<file path="config.mk">
export PLATFORM = sky130hd
export DESIGN_NAME = reg_dump_tx
export DESIGN_NICKNAME = d
export VERILOG_FILES = /design/src/rtl/reg_dump_tx.sv
export SDC_FILE = /design/constraint.sdc
export NUM_CORES = 1
export LEC_CHECK = 0
export BUFFER_PORTS_ARGS = -buffer_cell sky130_fd_sc_hd__buf_2
export CORE_ASPECT_RATIO = 1.2
export CORE_MARGIN = 5
export CORE_UTILIZATION = 51
export DETAILED_ROUTE_END_ITERATION = 8
export HOLD_SLACK_MARGIN = 0.1
export PLACE_DENSITY = 0.71
export REMOVE_ABC_BUFFERS = 1
export SETUP_SLACK_MARGIN = 0.15
export SLEW_MARGIN = 20
export SYNTH_ARGS = -nofsm -noshare
export SYNTH_HDL_FRONTEND = slang
export SYNTH_SLANG_ARGS = --single-unit
</file>
<file path="constraint.sdc">
create_clock -name clk -period 2.4 [get_ports clk]
set_input_delay 0.36 -clock clk [delete_from_list [all_inputs] [get_ports clk]]
set_output_delay 0.36 -clock clk [all_outputs]
set_load 0.01 [all_outputs]
</file>
<file path="src/rtl/reg_dump_tx.sv">
// Debug read-out engine: walks the register file and sends each byte LSB-first as UART 8N1.
// Optional macro REG_DUMP_HEADER_EN prefixes every dump with a 0xA5 header frame.
module reg_dump_tx #(
    parameter int CLKS_PER_BIT = 868,
    parameter int NUM_REGS     = 4,
    parameter int ADDR_W       = 2,
    parameter int DATA_W       = 8
) (
    input  logic              clk,
    input  logic              rst_n,
    input  logic              dump_req,
    output logic [ADDR_W-1:0] rd_addr,
    input  logic [DATA_W-1:0] rd_data,
    output logic              tx,
    output logic              busy,
    output logic              done
);

    localparam int                BAUD_W    = (CLKS_PER_BIT > 1) ? $clog2(CLKS_PER_BIT) : 1;
    localparam logic [BAUD_W-1:0] BAUD_LAST = BAUD_W'(CLKS_PER_BIT - 1);
    localparam logic [ADDR_W-1:0] LAST_IDX  = ADDR_W'(NUM_REGS - 1);
    localparam logic [2:0]        LAST_BIT  = 3'd7;
`ifdef REG_DUMP_HEADER_EN
    localparam logic [DATA_W-1:0] HEADER_BYTE = DATA_W'(8'hA5);
`endif

    typedef enum logic [2:0] {
        IDLE,
        SETUP,
        CAPTURE,
        START,
        DATA,
        STOP
    } state_t;

    state_t              state, state_n;
    logic [ADDR_W-1:0]   rd_addr_n;
    logic                tx_n, busy_n, done_n;
    logic [DATA_W-1:0]   shift, shift_n;
    logic [2:0]          bit_cnt, bit_cnt_n;
    logic [BAUD_W-1:0]   baud_cnt, baud_n;
    logic [ADDR_W-1:0]   idx, idx_n;
    logic                baud_last;
`ifdef REG_DUMP_HEADER_EN
    logic                hdr, hdr_n;
`endif

    assign baud_last = (baud_cnt == BAUD_LAST);

    // tx is registered, so the comb block computes the line level for the coming cycle.
    always_comb begin
        // NOTE: every signal gets a default first so no path through the case infers a latch.
        state_n   = state;
        rd_addr_n = rd_addr;
        tx_n      = 1'b1;
        busy_n    = busy;
        done_n    = 1'b0;
        shift_n   = shift;
        bit_cnt_n = bit_cnt;
        baud_n    = baud_cnt;
        idx_n     = idx;
`ifdef REG_DUMP_HEADER_EN
        hdr_n     = hdr;
`endif
        case (state)
            IDLE: begin
                if (dump_req) begin
                    busy_n    = 1'b1;
                    rd_addr_n = '0;
                    idx_n     = '0;
`ifdef REG_DUMP_HEADER_EN
                    state_n   = START;
                    shift_n   = HEADER_BYTE;
                    hdr_n     = 1'b1;
                    baud_n    = '0;
                    tx_n      = 1'b0;
`else
                    state_n   = SETUP;
`endif
                end
            end
            SETUP: state_n = CAPTURE;
            CAPTURE: begin
                shift_n = rd_data;
                baud_n  = '0;
                state_n = START;
                tx_n    = 1'b0;
            end
            START: begin
                if (baud_last) begin
                    baud_n    = '0;
                    bit_cnt_n = '0;
                    state_n   = DATA;
                    tx_n      = shift[0];
                end else begin
                    baud_n = baud_cnt + 1'b1;
                    tx_n   = 1'b0;
                end
            end
            DATA: begin
                if (baud_last) begin
                    baud_n  = '0;
                    shift_n = shift >> 1;
                    if (bit_cnt == LAST_BIT) begin
                        state_n = STOP;
                    end else begin
                        bit_cnt_n = bit_cnt + 1'b1;
                        tx_n      = shift[1];
                    end
                end else begin
                    baud_n = baud_cnt + 1'b1;
                    tx_n   = shift[0];
                end
            end
            STOP: begin
                if (baud_last) begin
                    baud_n = '0;
`ifdef REG_DUMP_HEADER_EN
                    if (hdr) begin
                        hdr_n   = 1'b0;
                        state_n = SETUP;
                    end else
`endif
                    if (idx < LAST_IDX) begin
                        idx_n     = idx + 1'b1;
                        rd_addr_n = idx + 1'b1;
                        state_n   = SETUP;
                    end else begin
                        state_n = IDLE;
                        busy_n  = 1'b0;
                        done_n  = 1'b1;
                    end
                end else begin
                    baud_n = baud_cnt + 1'b1;
                end
            end
            default: state_n = IDLE;
        endcase
    end

    always_ff @(posedge clk) begin
        // NOTE: state registers use non-blocking assignments so every flop samples pre-edge values.
        if (!rst_n) begin
            state    <= IDLE;
            rd_addr  <= '0;
            tx       <= 1'b1;
            busy     <= 1'b0;
            done     <= 1'b0;
            shift    <= '0;
            bit_cnt  <= '0;
            baud_cnt <= '0;
            idx      <= '0;
`ifdef REG_DUMP_HEADER_EN
            hdr      <= 1'b0;
`endif
        end else begin
            state    <= state_n;
            rd_addr  <= rd_addr_n;
            tx       <= tx_n;
            busy     <= busy_n;
            done     <= done_n;
            shift    <= shift_n;
            bit_cnt  <= bit_cnt_n;
            baud_cnt <= baud_n;
            idx      <= idx_n;
`ifdef REG_DUMP_HEADER_EN
            hdr      <= hdr_n;
`endif
        end
    end

endmodule

</file>
==> impl_metrics.py <==
metrics = {
    "power": {
        "clockPowerShare": 0.315,
        "ir_worst_vdd_mv": 0.364,
        "p_leak_nw": 0.631,
        "p_int_uw": 694,
        "sequentialPowerShare": 0.553,
        "p_switching_uw": 254,
        "power_frac_comb": 0.133,
        "p_sw_frac": 0.268,
        "power_density_mw_per_mm2": 554,
    },
    "drt": {
        "drc_errors": 0,
        "first_pass_iters": 4,
        "viasPerCell": 6.03,
        "drtIter0Drc": 69,
        "antenna_left": 0,
        "drt_wl_total_um": 3490,
        "vias": 1436,
        "wl_per_cell_um": 14.7,
    },
    "floorplanning": {
        "core_mm2": 0.00300,
        "die_x_um": 60.3,
        "start_util": 0.516,
        "rows": 22,
        "fp.dieH_um": 70.4,
        "pin_count": 16,
        "dieArea_mm2": 0.00424,
    },
    "cells_and_area": {
        "n_fill_cell": 292,
        "postLayoutCellArea_mm2": 0.00171,
        "multi_input_area_um2": 921,
        "finalNetCount": 217,
        "antenna_cells": 0,
        "drive_above_1_share": 0.163,
        "area_growth_pct": 10.4,
        "seqCellArea_um2": 581,
    },
    "logic_synthesis": {
        "yosysTopAreaCell": "dfxtp_1",
        "ys_top_cells_by_area": "dfxtp_1, nand2_1, a311oi_1",
        "synth_flop_cell": "dfxtp_1",
        "ys_warn_count": 0,
        "syn_avg_cell_area_um2": 8.28,
        "synth_cells": 187,
        "ys_types": 44,
        "ys_seq_elements": 29,
        "synth_edf_count": 0,
        "async_reset_ff_frac": 0,
        "synth_top_area_frac": 0.375,
        "seq_area_frac_synth": 0.375,
        "syn_area_mm2": 0.00155,
    },
    "sta": {
        "fmax_mhz": 478,
        "min_period_ns": 2.09,
        "fin_worst_skew_ns": 0.0103,
        "finalMaxSlewViolations": 0,
        "rsz0062_at_grt": "false",
        "fin_tns_setup_ns": 0,
        "slew_headroom": 0.596,
        "setup_viol": 0,
        "worst_pin_slew_ns": 0.602,
        "hold_violations": 0,
        "period_share": 0.872,
    },
    "clocking": {
        "numCtsBuffers": 5,
        "cts_tree": "built",
        "cts_max_level": 2,
        "post_cts_buffers": 0,
        "clock_path_buffers": 2,
        "cts.sinks": 29,
        "insertion_delay_ns": 0.33,
        "clk_pin_slew_ns": 0.08,
        "ctsHoldBuffers": 0,
        "cts_root_buf": "clkbuf_4",
    },
    "global_route": {
        "antenna_found_initial": 0,
        "grt_pass1_wl_um": 6150,
        "grt_usage": 0.186,
        "busiest_layer": "met2",
        "gr-total-overflow": 0,
        "use_met2": 0.296,
        "grt_pass1_vias": 1392,
        "use_met1": 0.225,
        "grt_use_met3": 0.0536,
        "grt_max_degree": 19,
    },
    "setup_path": {
        "reg2reg_depth": 6,
        "cp.arrival_ns": 2.35,
        "r2r_slack_ns": 0.31,
        "setup.worst_path.class": "reg2reg",
        "path_buf_inv": 0,
        "rr_endpoint": "bit_cnt[2]",
        "critPathMaxFanout": 5,
        "critPathCaptureType": "flop",
        "reg2reg_from": "bit_cnt[0]",
        "critPathLaunchType": "flop",
        "max_stage_delay_ns": 0.41,
        "cp_slowest_cell": "or2_2",
        "critPathRequiredTime_ns": 2.66,
        "cp_common_cell": "ha_1",
        "path_cells": "ha_1, ha_1, nor4b_1, o2111ai_1, or2_2, a21oi_1",
        "crit_family": "simple AND/OR/NAND/NOR gates",
    },
    "hold_path": {
        "hold_start": "rd_data[3]",
        "hold_depth": 3,
        "worstHoldEndpoint": "shift[3]",
        "hp-class": "in2reg",
    },
    "job": {
        "drv_cap": 0,
    },
    "place": {
        "dp_hpwl_um": 2520,
        "place_congestion": 0.897,
        "io_buffers": 15,
        "placed_cell_area_mm2": 0.00165,
    },
    "run_status": {
        "status": "finished, final reports clean",
    },
}
power by group through the flow:
stage	clock [mW]	combinational [mW]	sequential, mW
2_1_floorplan	0	0.0779	0.537
3_3_place_gp	0	0.120	0.534
3_5_place_dp	0	0.124	0.535
4_1_cts	0.308	0.125	0.524
5_1_grt	0.335	0.142	0.528
6_report	0.298	0.126	0.524
worst max path at each step:
stage,startpoint,to,slack (ns),depth (start not counted)
after global placement,baud_cnt[0],baud_cnt[9],0.39,5
after floorplan,baud_cnt[0],idx[0],0.61,5
after detailed placement,baud_cnt[0],baud_cnt[9],0.32,5
final,bit_cnt[0],bit_cnt[2],0.31,6
after CTS,baud_cnt[0],baud_cnt[9],0.31,5
after global routing,bit_cnt[0],bit_cnt[2],0.24,6
what timing repair did:
action | 4_1_cts | 5_1_grt
gates resized for setup | 0 | 1
hold endpoints to repair | 0 | 0
setup endpoints to repair | 0 | 8
flip-flops by register name, summed over array words and instances (netlist names):
signal and flops:
tx 1, idx 2, state 3, done 1, busy 1, bit_cnt 3, shift 8, baud_cnt 10
final cells by class:
cell class,count,share of cell area
multi-input cells,145,0.538
inverters,3,0.00658
well taps,36,0.0263
flip-flops and latches,29,0.339
repair buffers,18,0.0571
clock buffers,7,0.0322
cell usage in the layout, fill, tap and decap left out, types with 6 or more instances in the layout:
cell / synthesis / layout
a21oi_1: 12 / 12
a311oi_1: 8 / 8
a31oi_1: 6 / 6
buf_2: 5 / 15
dfxtp_1: 29 / 29
nand2_1: 38 / 38
nor2_1: 9 / 9
Yosys cell counts (2+ instances only):
cell and number:
a21oi_1 12, a311oi_1 8, a31oi_1 6, and2_1 2
and3b_1 2, buf_2 5, clkbuf_1 5, dfxtp_1 29
ha_1 4, inv_1 2, mux2i_1 4, nand2_1 38
nand2b_1 5, nand3_1 5, nand3b_1 3, nor2_1 9
nor2b_1 2, nor3_1 4, nor4_1 4, o211ai_1 3
o21a_1 2, o21ai_0 5, o22ai_1 3, o2bb2ai_1 2
o31a_1 2, or2_2 2, xor2_1 2
kinds of logic after synthesis:
family	Yosys count	synth area share
AO/OA/AOI/OAI	51	0.229
flip-flops	29	0.375
AND/OR/NAND/NOR	84	0.292
buffers and inverters	13	0.0355
multiplexers	4	0.0258
XOR/XNOR	2	0.0113
adder cells (fa/ha/maj)	4	0.0323
tightest hold or removal path, cell delays in order:
cell and delay [ns]:
buf_2 0.09, nand2_1 0.04, a311oi_1 0.08
through the flow:
step                std cells  worst slack, ns  total power, mW  utilization  hold WS [ns]
floorplan                 177            0.609            0.615            -         0.436
global placement          231            0.391            0.654        0.549         0.445
detailed placement        231            0.323            0.659        0.549         0.451
CTS                       238            0.306            0.957        0.568         0.290
global route              238            0.237             1.00        0.570         0.292
finish                    238            0.306            0.947        0.570         0.298
metal layers:
metal  part of all wire  wire length, um
met1               0.44             1530
met2               0.49             1710
met3              0.041              143
met4              0.031              107
met5                  0                0
(Power assumes the default switching activity.)
